## config.mk

```make
export PLATFORM = sky130hd
export DESIGN_NAME = instr_fetch_flat
export DESIGN_NICKNAME = d
export VERILOG_FILES = /design/src/rtl/instr_fetch_if.sv /design/src/rtl/instr_fetch.sv /design/src/flat_wrapper.sv
export SDC_FILE = /design/constraint.sdc
export NUM_CORES = 1
export LEC_CHECK = 0
export CORE_UTILIZATION = 46
export CTS_BUF_LIST = sky130_fd_sc_hd__clkbuf_16
export DETAILED_ROUTE_END_ITERATION = 16
export PLACE_DENSITY = 0.94
export SETUP_SLACK_MARGIN = 0.05
export SYNTH_ARGS = -nofsm -noshare
export SYNTH_HDL_FRONTEND = slang
export SYNTH_SLANG_ARGS = --single-unit
export TNS_END_PERCENT = 50
```

## constraint.sdc

```tcl
create_clock -name clk -period 3 [get_ports clk]
set_input_delay 0.3 -clock clk [delete_from_list [all_inputs] [get_ports clk]]
set_output_delay 0.3 -clock clk [all_outputs]
set_load 0.02 [all_outputs]
```

## src/rtl/instr_fetch_if.sv

```systemverilog
// rtl/instr_fetch_if.sv - instruction memory read bus and decoder handoff bundle
//
// Purpose: groups the two handshakes of the fetch unit.
//   imem side : imem_rd / imem_addr (request), imem_rdata / imem_ack (completion pulse)
//   decoder   : instr / instr_pc / instr_valid (offer), instr_ready (accept)
// Modports:
//   master - the fetch unit (drives requests and the decoder offer)
//   slave  - the environment (memory + decoder)
interface instr_fetch_if #(
  parameter int ADDR_W = 8,
  parameter int DATA_W = 32
);
  logic              imem_rd;
  logic [ADDR_W-1:0] imem_addr;
  logic [DATA_W-1:0] imem_rdata;
  logic              imem_ack;
  logic [DATA_W-1:0] instr;
  logic [ADDR_W-1:0] instr_pc;
  logic              instr_valid;
  logic              instr_ready;

  modport master (
    output imem_rd, imem_addr, instr, instr_pc, instr_valid,
    input  imem_rdata, imem_ack, instr_ready
  );

  modport slave (
    input  imem_rd, imem_addr, instr, instr_pc, instr_valid,
    output imem_rdata, imem_ack, instr_ready
  );
endinterface

```

## src/rtl/instr_fetch.sv

```systemverilog
// rtl/instr_fetch.sv - single-outstanding instruction fetch unit
//
// Purpose: issues one instruction memory read at the current pc, holds the
// returned word for the decoder until accepted, and pulses pc_inc once per
// accepted (non-flushed) read. Flush discards an in-flight or held word.
// Ports:
//   clk, reset     - rising-edge clock, asynchronous active-high reset
//   enable         - fetching permitted
//   pc             - current program counter (arithmetic lives in the PC block)
//   flush          - discard in-flight / held instruction
//   pc_inc         - one-cycle pulse: advance pc by one
//   fetch_err      - sticky read-timeout flag
//   bus            - instr_fetch_if.master (imem read bus + decoder handoff)
// Optional feature: define IFETCH_TIMEOUT_EN to enable the imem_ack timeout
// (TIMEOUT cycles in WAIT/DROP without ack -> ERR, left only by reset).
module instr_fetch #(
  parameter int ADDR_W  = 8,
  parameter int DATA_W  = 32,
  parameter int TIMEOUT = 15
) (
  input  logic              clk,
  input  logic              reset,
  input  logic              enable,
  input  logic [ADDR_W-1:0] pc,
  input  logic              flush,
  output logic              pc_inc,
  output logic              fetch_err,
  instr_fetch_if.master     bus
);

  typedef enum logic [2:0] {
    IDLE = 3'd0,
    REQ  = 3'd1,
    WAIT = 3'd2,
    HOLD = 3'd3,
    DROP = 3'd4,
    ERR  = 3'd5
  } state_t;

  state_t            state, state_nxt;
  logic [ADDR_W-1:0] addr_q;
  logic [DATA_W-1:0] instr_q;
  logic [ADDR_W-1:0] instr_pc_q;
  logic              valid_q;
  logic              accept;
  logic              handshake;
  logic              timeout_hit;

  // A read is only taken when it completes in WAIT and is not flushed in the
  // same cycle; an ack seen in REQ (or any other state) is ignored.
  assign accept    = (state == WAIT) && bus.imem_ack && !flush;
  assign handshake = valid_q && bus.instr_ready;

`ifdef IFETCH_TIMEOUT_EN
  localparam int CNT_W = (TIMEOUT < 2) ? 1 : $clog2(TIMEOUT + 1);

  logic [CNT_W-1:0] wait_cnt;
  logic             err_q;

  // The count covers WAIT and any DROP that follows it, since both are
  // waiting on the same outstanding read.
  assign timeout_hit = ((state == WAIT) || (state == DROP)) && !bus.imem_ack &&
                       (wait_cnt == CNT_W'(TIMEOUT - 1));

  always_ff @(posedge clk or posedge reset) begin
    if (reset) begin
      wait_cnt <= '0;
      err_q    <= 1'b0;
    end else begin
      if (state == REQ) begin
        wait_cnt <= '0;
      end else if (((state == WAIT) || (state == DROP)) && !bus.imem_ack) begin
        wait_cnt <= wait_cnt + 1'b1;
      end
      if (timeout_hit) begin
        err_q <= 1'b1;
      end
    end
  end

  assign fetch_err = err_q;
`else
  assign timeout_hit = 1'b0;
  assign fetch_err   = 1'b0;
`endif

  always_ff @(posedge clk or posedge reset) begin
    if (reset) begin
      state <= IDLE;
    end else begin
      state <= state_nxt;
    end
  end

  always_comb begin
    state_nxt = state;
    case (state)
      IDLE: begin
        if (enable) state_nxt = REQ;
      end
      REQ: begin
        state_nxt = flush ? DROP : WAIT;
      end
      WAIT: begin
        if (timeout_hit) begin
          state_nxt = ERR;
        end else if (bus.imem_ack) begin
          state_nxt = flush ? (enable ? REQ : IDLE) : HOLD;
        end else if (flush) begin
          state_nxt = DROP;
        end
      end
      HOLD: begin
        // A flush coinciding with the handshake still counts as consumed;
        // either way the next step is the same.
        if (handshake || flush) state_nxt = enable ? REQ : IDLE;
      end
      DROP: begin
        if (timeout_hit) begin
          state_nxt = ERR;
        end else if (bus.imem_ack) begin
          state_nxt = enable ? REQ : IDLE;
        end
      end
      ERR: begin
        state_nxt = ERR;
      end
      default: begin
        state_nxt = IDLE;
      end
    endcase
  end

  // Request outputs follow the state directly so reset clears them at once
  // and the REQ cycle presents the live pc.
  always_comb begin
    bus.imem_rd   = 1'b0;
    bus.imem_addr = '0;
    pc_inc        = accept;
    case (state)
      REQ: begin
        bus.imem_rd   = 1'b1;
        bus.imem_addr = pc;
      end
      WAIT, DROP: begin
        bus.imem_rd   = 1'b1;
        bus.imem_addr = addr_q;
      end
      default: begin
        bus.imem_rd   = 1'b0;
        bus.imem_addr = '0;
      end
    endcase
  end

  always_ff @(posedge clk or posedge reset) begin
    if (reset) begin
      addr_q     <= '0;
      instr_q    <= '0;
      instr_pc_q <= '0;
      valid_q    <= 1'b0;
    end else begin
      if (state == REQ) begin
        addr_q <= pc;
      end
      if (accept) begin
        instr_q    <= bus.imem_rdata;
        instr_pc_q <= addr_q;
        valid_q    <= 1'b1;
      end else if ((state == HOLD) && (handshake || flush)) begin
        valid_q <= 1'b0;
      end
    end
  end

  assign bus.instr       = instr_q;
  assign bus.instr_pc    = instr_pc_q;
  assign bus.instr_valid = valid_q;

endmodule

```

## src/flat_wrapper.sv

```systemverilog
// flat-port wrapper written by rule: the top's interface ports become plain ports
module instr_fetch_flat 
#(
  parameter int ADDR_W  = 8,
  parameter int DATA_W  = 32,
  parameter int TIMEOUT = 15
)
  (clk, reset, enable, pc, flush, pc_inc, fetch_err, bus_imem_rd, bus_imem_addr, bus_instr, bus_instr_pc, bus_instr_valid, bus_imem_rdata, bus_imem_ack, bus_instr_ready);
  instr_fetch_if #(.ADDR_W(ADDR_W), .DATA_W(DATA_W)) bus_i ();
  input  logic clk;
  input  logic reset;
  input  logic enable;
  input  logic [ADDR_W-1:0] pc;
  input  logic flush;
  output logic pc_inc;
  output logic fetch_err;
  output wire logic [$bits(bus_i.imem_rd)-1:0] bus_imem_rd;
  output wire logic [$bits(bus_i.imem_addr)-1:0] bus_imem_addr;
  output wire logic [$bits(bus_i.instr)-1:0] bus_instr;
  output wire logic [$bits(bus_i.instr_pc)-1:0] bus_instr_pc;
  output wire logic [$bits(bus_i.instr_valid)-1:0] bus_instr_valid;
  input wire logic [$bits(bus_i.imem_rdata)-1:0] bus_imem_rdata;
  input wire logic [$bits(bus_i.imem_ack)-1:0] bus_imem_ack;
  input wire logic [$bits(bus_i.instr_ready)-1:0] bus_instr_ready;
  assign bus_imem_rd = bus_i.imem_rd;
  assign bus_imem_addr = bus_i.imem_addr;
  assign bus_instr = bus_i.instr;
  assign bus_instr_pc = bus_i.instr_pc;
  assign bus_instr_valid = bus_i.instr_valid;
  assign bus_i.imem_rdata = bus_imem_rdata;
  assign bus_i.imem_ack = bus_imem_ack;
  assign bus_i.instr_ready = bus_instr_ready;
  instr_fetch #(.ADDR_W(ADDR_W), .DATA_W(DATA_W), .TIMEOUT(TIMEOUT)) u_core (.clk(clk), .reset(reset), .enable(enable), .pc(pc), .flush(flush), .pc_inc(pc_inc), .fetch_err(fetch_err), .bus(bus_i));
endmodule
```

# ---- Word level (Yosys, flattened, before mapping)
# Cells that the tools add are included.
dict set report word_totals {
  word_cells 38
  register_bits 52
  output_inout_bits 52
}
dict set report op_classes {
  mux 13
  eq_ne 9
  reduce_logical 11
}
# op n
set op_table {}
lappend op_table {{$mux W3} 7}
lappend op_table {{$pmux W3 S6} 1}
lappend op_table {{$pmux W8 S2} 1}
lappend op_table {{$eq A3 B2 Y1 const B} 2}
lappend op_table {{$eq A3 B3 Y1 const B} 2}
lappend op_table {{$logic_and A1 B1 Y1} 4}
lappend op_table {{$mux W1} 4}
lappend op_table {{$ne A2 B2 Y1 const B} 2}
lappend op_table {{$reduce_and A4 Y1} 1}
lappend op_table {{$eq A3 B1 Y1 const B} 1}
lappend op_table {{$logic_not A3 Y1} 1}
lappend op_table {{$ne A3 B3 Y1 const B} 1}
lappend op_table {{$reduce_or A3 Y1} 1}
lappend op_table {{$ne A2 B1 Y1 const B} 1}
lappend op_table {{$reduce_bool A2 Y1} 1}
lappend op_table {{$reduce_or A2 Y1} 1}
lappend op_table {{$logic_not A1 Y1} 1}
lappend op_table {{$logic_or A1 B1 Y1} 1}

# ---- Logic depth before layout (Yosys ltp)
dict set report depth {
  word_depth 5
  ltp_mapped 6
}

# ---- Worst setup path after synthesis
# OpenSTA, ideal clock, no wires.
dict set report synth_path {
  kind {register -> output}
  from {register u_core.state[0]}
  to {output port bus_imem_addr[0]}
  path_buffers 2
  setup_slack_ns 1.236
  path_stages_with_launch 6
  t_required_ns 2.700
  arrival_time_ns 1.464
  cell_sequence {dfrtp_1 > buf_4 > inv_1 > nor3_2 > buf_2 > a22o_1}
}
dict set report synth_via {
  elab_chain_len 3
}
# item line
set synth_lines {}
lappend synth_lines {{start: declaration} instr_fetch.sv:40} ;# state_t state, state_nxt;
lappend synth_lines {{start signal: assignment} instr_fetch.sv:91} ;# state <= state_nxt;
lappend synth_lines {{$eq A3 B3 Y1 / $eq A3 B2 Y1 (equally long branches)} instr_fetch.sv:140} ;# case (state)
lappend synth_lines {{$reduce_or A2 Y1} instr_fetch.sv:140}
lappend synth_lines {{$pmux W8 S2 (*)} instr_fetch.sv:140}
lappend synth_lines {{end: declaration} flat_wrapper.sv:18} ;# output wire logic [$bits(bus_i.imem_addr)-1:0] bus_imem_addr;
# Mark *: on every way between the ends. The rest lies on a longest branch, timed or not.

# ---- Worst setup path in the final report
dict set report layout_path {
  from {register u_core.state[0]}
  to {output port bus_imem_addr[7]}
}
# The elaborated chain is that of the path after synthesis.

==> impl_metrics.tcl <==
set metrics [dict create \
    whs_ns 0.364 \
    ys_seq_area_share_pct 56.0 \
    ctsHoldBuffers 0 \
    fin_setup_tns_ns 0 \
    crit_slowest_cell "clkdlybuf4s50_1" \
    fillerInstances 348 \
    rr_startpoint "u_core.state[2]$_DFFE_PP0P_" \
    rsz0062_at_grt "no" \
    synth_ff_type "dfrtp_1" \
    grt_pass1_wl_um 7820 \
    grt_overflow 0 \
    antenna_found_initial 0 \
    htreeDepth 2 \
    yosys_warnings 0 \
    syn_inst 149 \
    final_cell_mix "clkdlybuf4s50_1 (96), dfrtp_1 (52), mux2_4 (38)" \
    hold_viol_final 0 \
    startpoint_type "register" \
    run_status "complete, no violations" \
    die_h_um 73.1 \
    yosysTopAreaCell "dfrtp_1" \
    yosysUniqueCellTypes 28 \
    async_flop_share_pct 100 \
    synth_nets 195 \
    final_common_cell "clkdlybuf4s50_1" \
    final.min_clock_period_ns 2.49 \
    clkSinkCount 52 \
    die_area_um2 5340 \
    avgViaCountPerCell 5.03 \
    start_util_pct 48.5 \
    cts-root-buf "clkbuf_16" \
    finClkSkew_ns 0.00347 \
    yosys-top-cells-area "dfrtp_1 (56%), mux2_4 (25%), mux2_2 (4.8%), a22o_1 (3.0%), buf_6 (2.4%)" \
    path_clk_slew_ns 0.06 \
    ir_drop_uv 581 \
    worst_path_largest_cell_delay_ns 0.62 \
    worstPathRequired_ns 2.70 \
    syn_area_um2 2320 \
    final_nets 293 \
    row_count 25 \
    setup_viol 0 \
    numCtsBuffers 5 \
    clkLatencyLatePin_ns 0.28 \
    path_cells "inv_1 -> nor3_2 -> buf_4 -> a22o_1 -> clkdlybuf4s50_1" \
    maxCapViolations 0 \
    wl_per_cell_um 15.4 \
    drt-initial-drc-count 84 \
    hpwl_um 3460 \
    slew_headroom_pct 51.8 \
    worst_slew_pin_slew_ns 0.724 \
    vias 1584 \
    die_x_um 73.1 \
    postSynthAreaPerCell_um2 15.6 \
    fmax_mhz 401 \
    p_per_area_nw_per_um2 1110 \
    ant_nets 0 \
    pin_count 98 \
    finalCritPeriodShare_pct 83.1 \
    insertedDiodeCount 0 \
    r2r_cells 4 \
    hold_path_class "input port to asynchronous set/reset pin" \
    grt_max_degree 42 \
    p_leak_nw 1.63 \
    worstReg2RegEnd "u_core.bus.instr[30]$_DFFE_PP0P_" \
    core_area_um2 4790 \
    portBuffers 96 \
    crit_arrival_ns 2.19 \
    drtPass1Iterations 4 \
    final_max_slew_viol_count 0 \
    cts.repair.resized 0 \
    synth_edf_count 0 \
    clock_path_buffers 2 \
    globalplace.congestion 0.792 \
    r2r_slack_ns 0.97 \
    post_cts_buffers 0 \
    critical_path_class "register to output port" \
    crit_start "u_core.state[0]$_DFFE_PP0P_" \
    syn2layout_area_growth_pct 49.9 \
    ys_ff_latch 52 \
    final_layout_size_suffix_gt1_share_pct 25.8 \
    drc_errors 0 \
    cts_tree "yes" \
    cp-end-kind "output port" \
    grt.total_usage_pct 19.5 \
    routed_wl_um 4850 \
    endpoint "bus_imem_addr[7]" \
    path_max_fanout 17 \
    synth_top_area_share_pct 56.0 \
    grt_pass1_vias 1579 \
]
-- state kept, by name (all words and copies together), names as in the netlist --
register,flops
u_core.bus.instr,32
u_core.addr_q,8
u_core.bus.instr_pc,8
u_core.state,3
u_core.bus.instr_valid,1
-- critical path, delay by kind of cell (launching register included) --
family          cells  cell delay [ns]
simple gates        1             0.19
flops               1             0.52
buf+inv             3             1.03
compound gates      1             0.17
-- worst min-delay path by stage --
stage / cells past startpoint / endpoint
2_1_floorplan: 1 / u_core.state[1]$_DFFE_PP0P_
3_3_place_gp: 1 / u_core.bus.instr[4]$_DFFE_PP0P_
3_5_place_dp: 1 / u_core.bus.instr_pc[3]$_DFFE_PP0P_
4_1_cts: 2 / u_core.bus.instr[5]$_DFFE_PP0P_
5_1_grt: 2 / u_core.bus.instr[5]$_DFFE_PP0P_
6_report: 2 / u_core.bus.instr[5]$_DFFE_PP0P_
-- power breakdown --
| group | total [mW] | leakage (nW) | switching, mW | internal (mW) |
|---|---|---|---|---|
| registers | 1.28 | 0.648 | 0.237 | 1.04 |
| logic | 1.98 | 0.900 | 0.833 | 1.15 |
| clock network | 0.620 | 0.0850 | 0.232 | 0.389 |
-- cell usage after synthesis (2+ instances only) --
library cell / count
buf_2: 2
nand2_1: 3
a21oi_1: 2
o21ai_0: 4
a22o_1: 8
dfrtp_1: 52
inv_1: 5
nor2_1: 2
mux2_2: 10
buf_4: 2
buf_6: 5
mux2_4: 38
-- cells by family after synthesis --
family / Yosys count / synth area share [%]
muxes: 48 / 29.4
buffers and inverters: 14 / 4.31
AOI/OAI and AO/OA: 19 / 6.09
other: 1 / 0.161
DFF: 52 / 56.0
and+or+nand+nor: 15 / 4.04
-- layout make-up --
| type | instances | area, um^2 | share of cell area [%] |
|---|---|---|---|
| clock buffers | 5 | 125 | 3.59 |
| multi-input cells | 83 | 923 | 26.5 |
| clock inverters | 3 | 38.8 | 1.11 |
| flip-flops and latches | 52 | 1300 | 37.4 |
| well taps | 67 | 83.8 | 2.41 |
| repair buffers | 100 | 991 | 28.5 |
| inverters | 5 | 18.8 | 0.539 |
-- through the flow --
step	util [%]	area [um^2]	power, mW	setup WS [ns]	cells
global placement	69.3	3320	3.22	0.652	307
CTS	72.8	3480	3.92	0.505	315
floorplan	-	2320	2.39	1.24	149
detailed placement	69.3	3320	3.28	0.623	307
global route	72.8	3480	4.08	0.394	315
finish	72.8	3480	3.88	0.507	315
-- routing by layer --
metal	track usage [%]	part of all wire [%]	routed length, um	up-vias
met5	0	0	0	-
met4	5.88	0.35	17	0
met3	3.87	5.2	254	2
met2	31.8	50	2410	53
met1	26.3	45	2170	802
li1	-	-	-	727
Note: power is estimated with default switching activity, not from simulation.
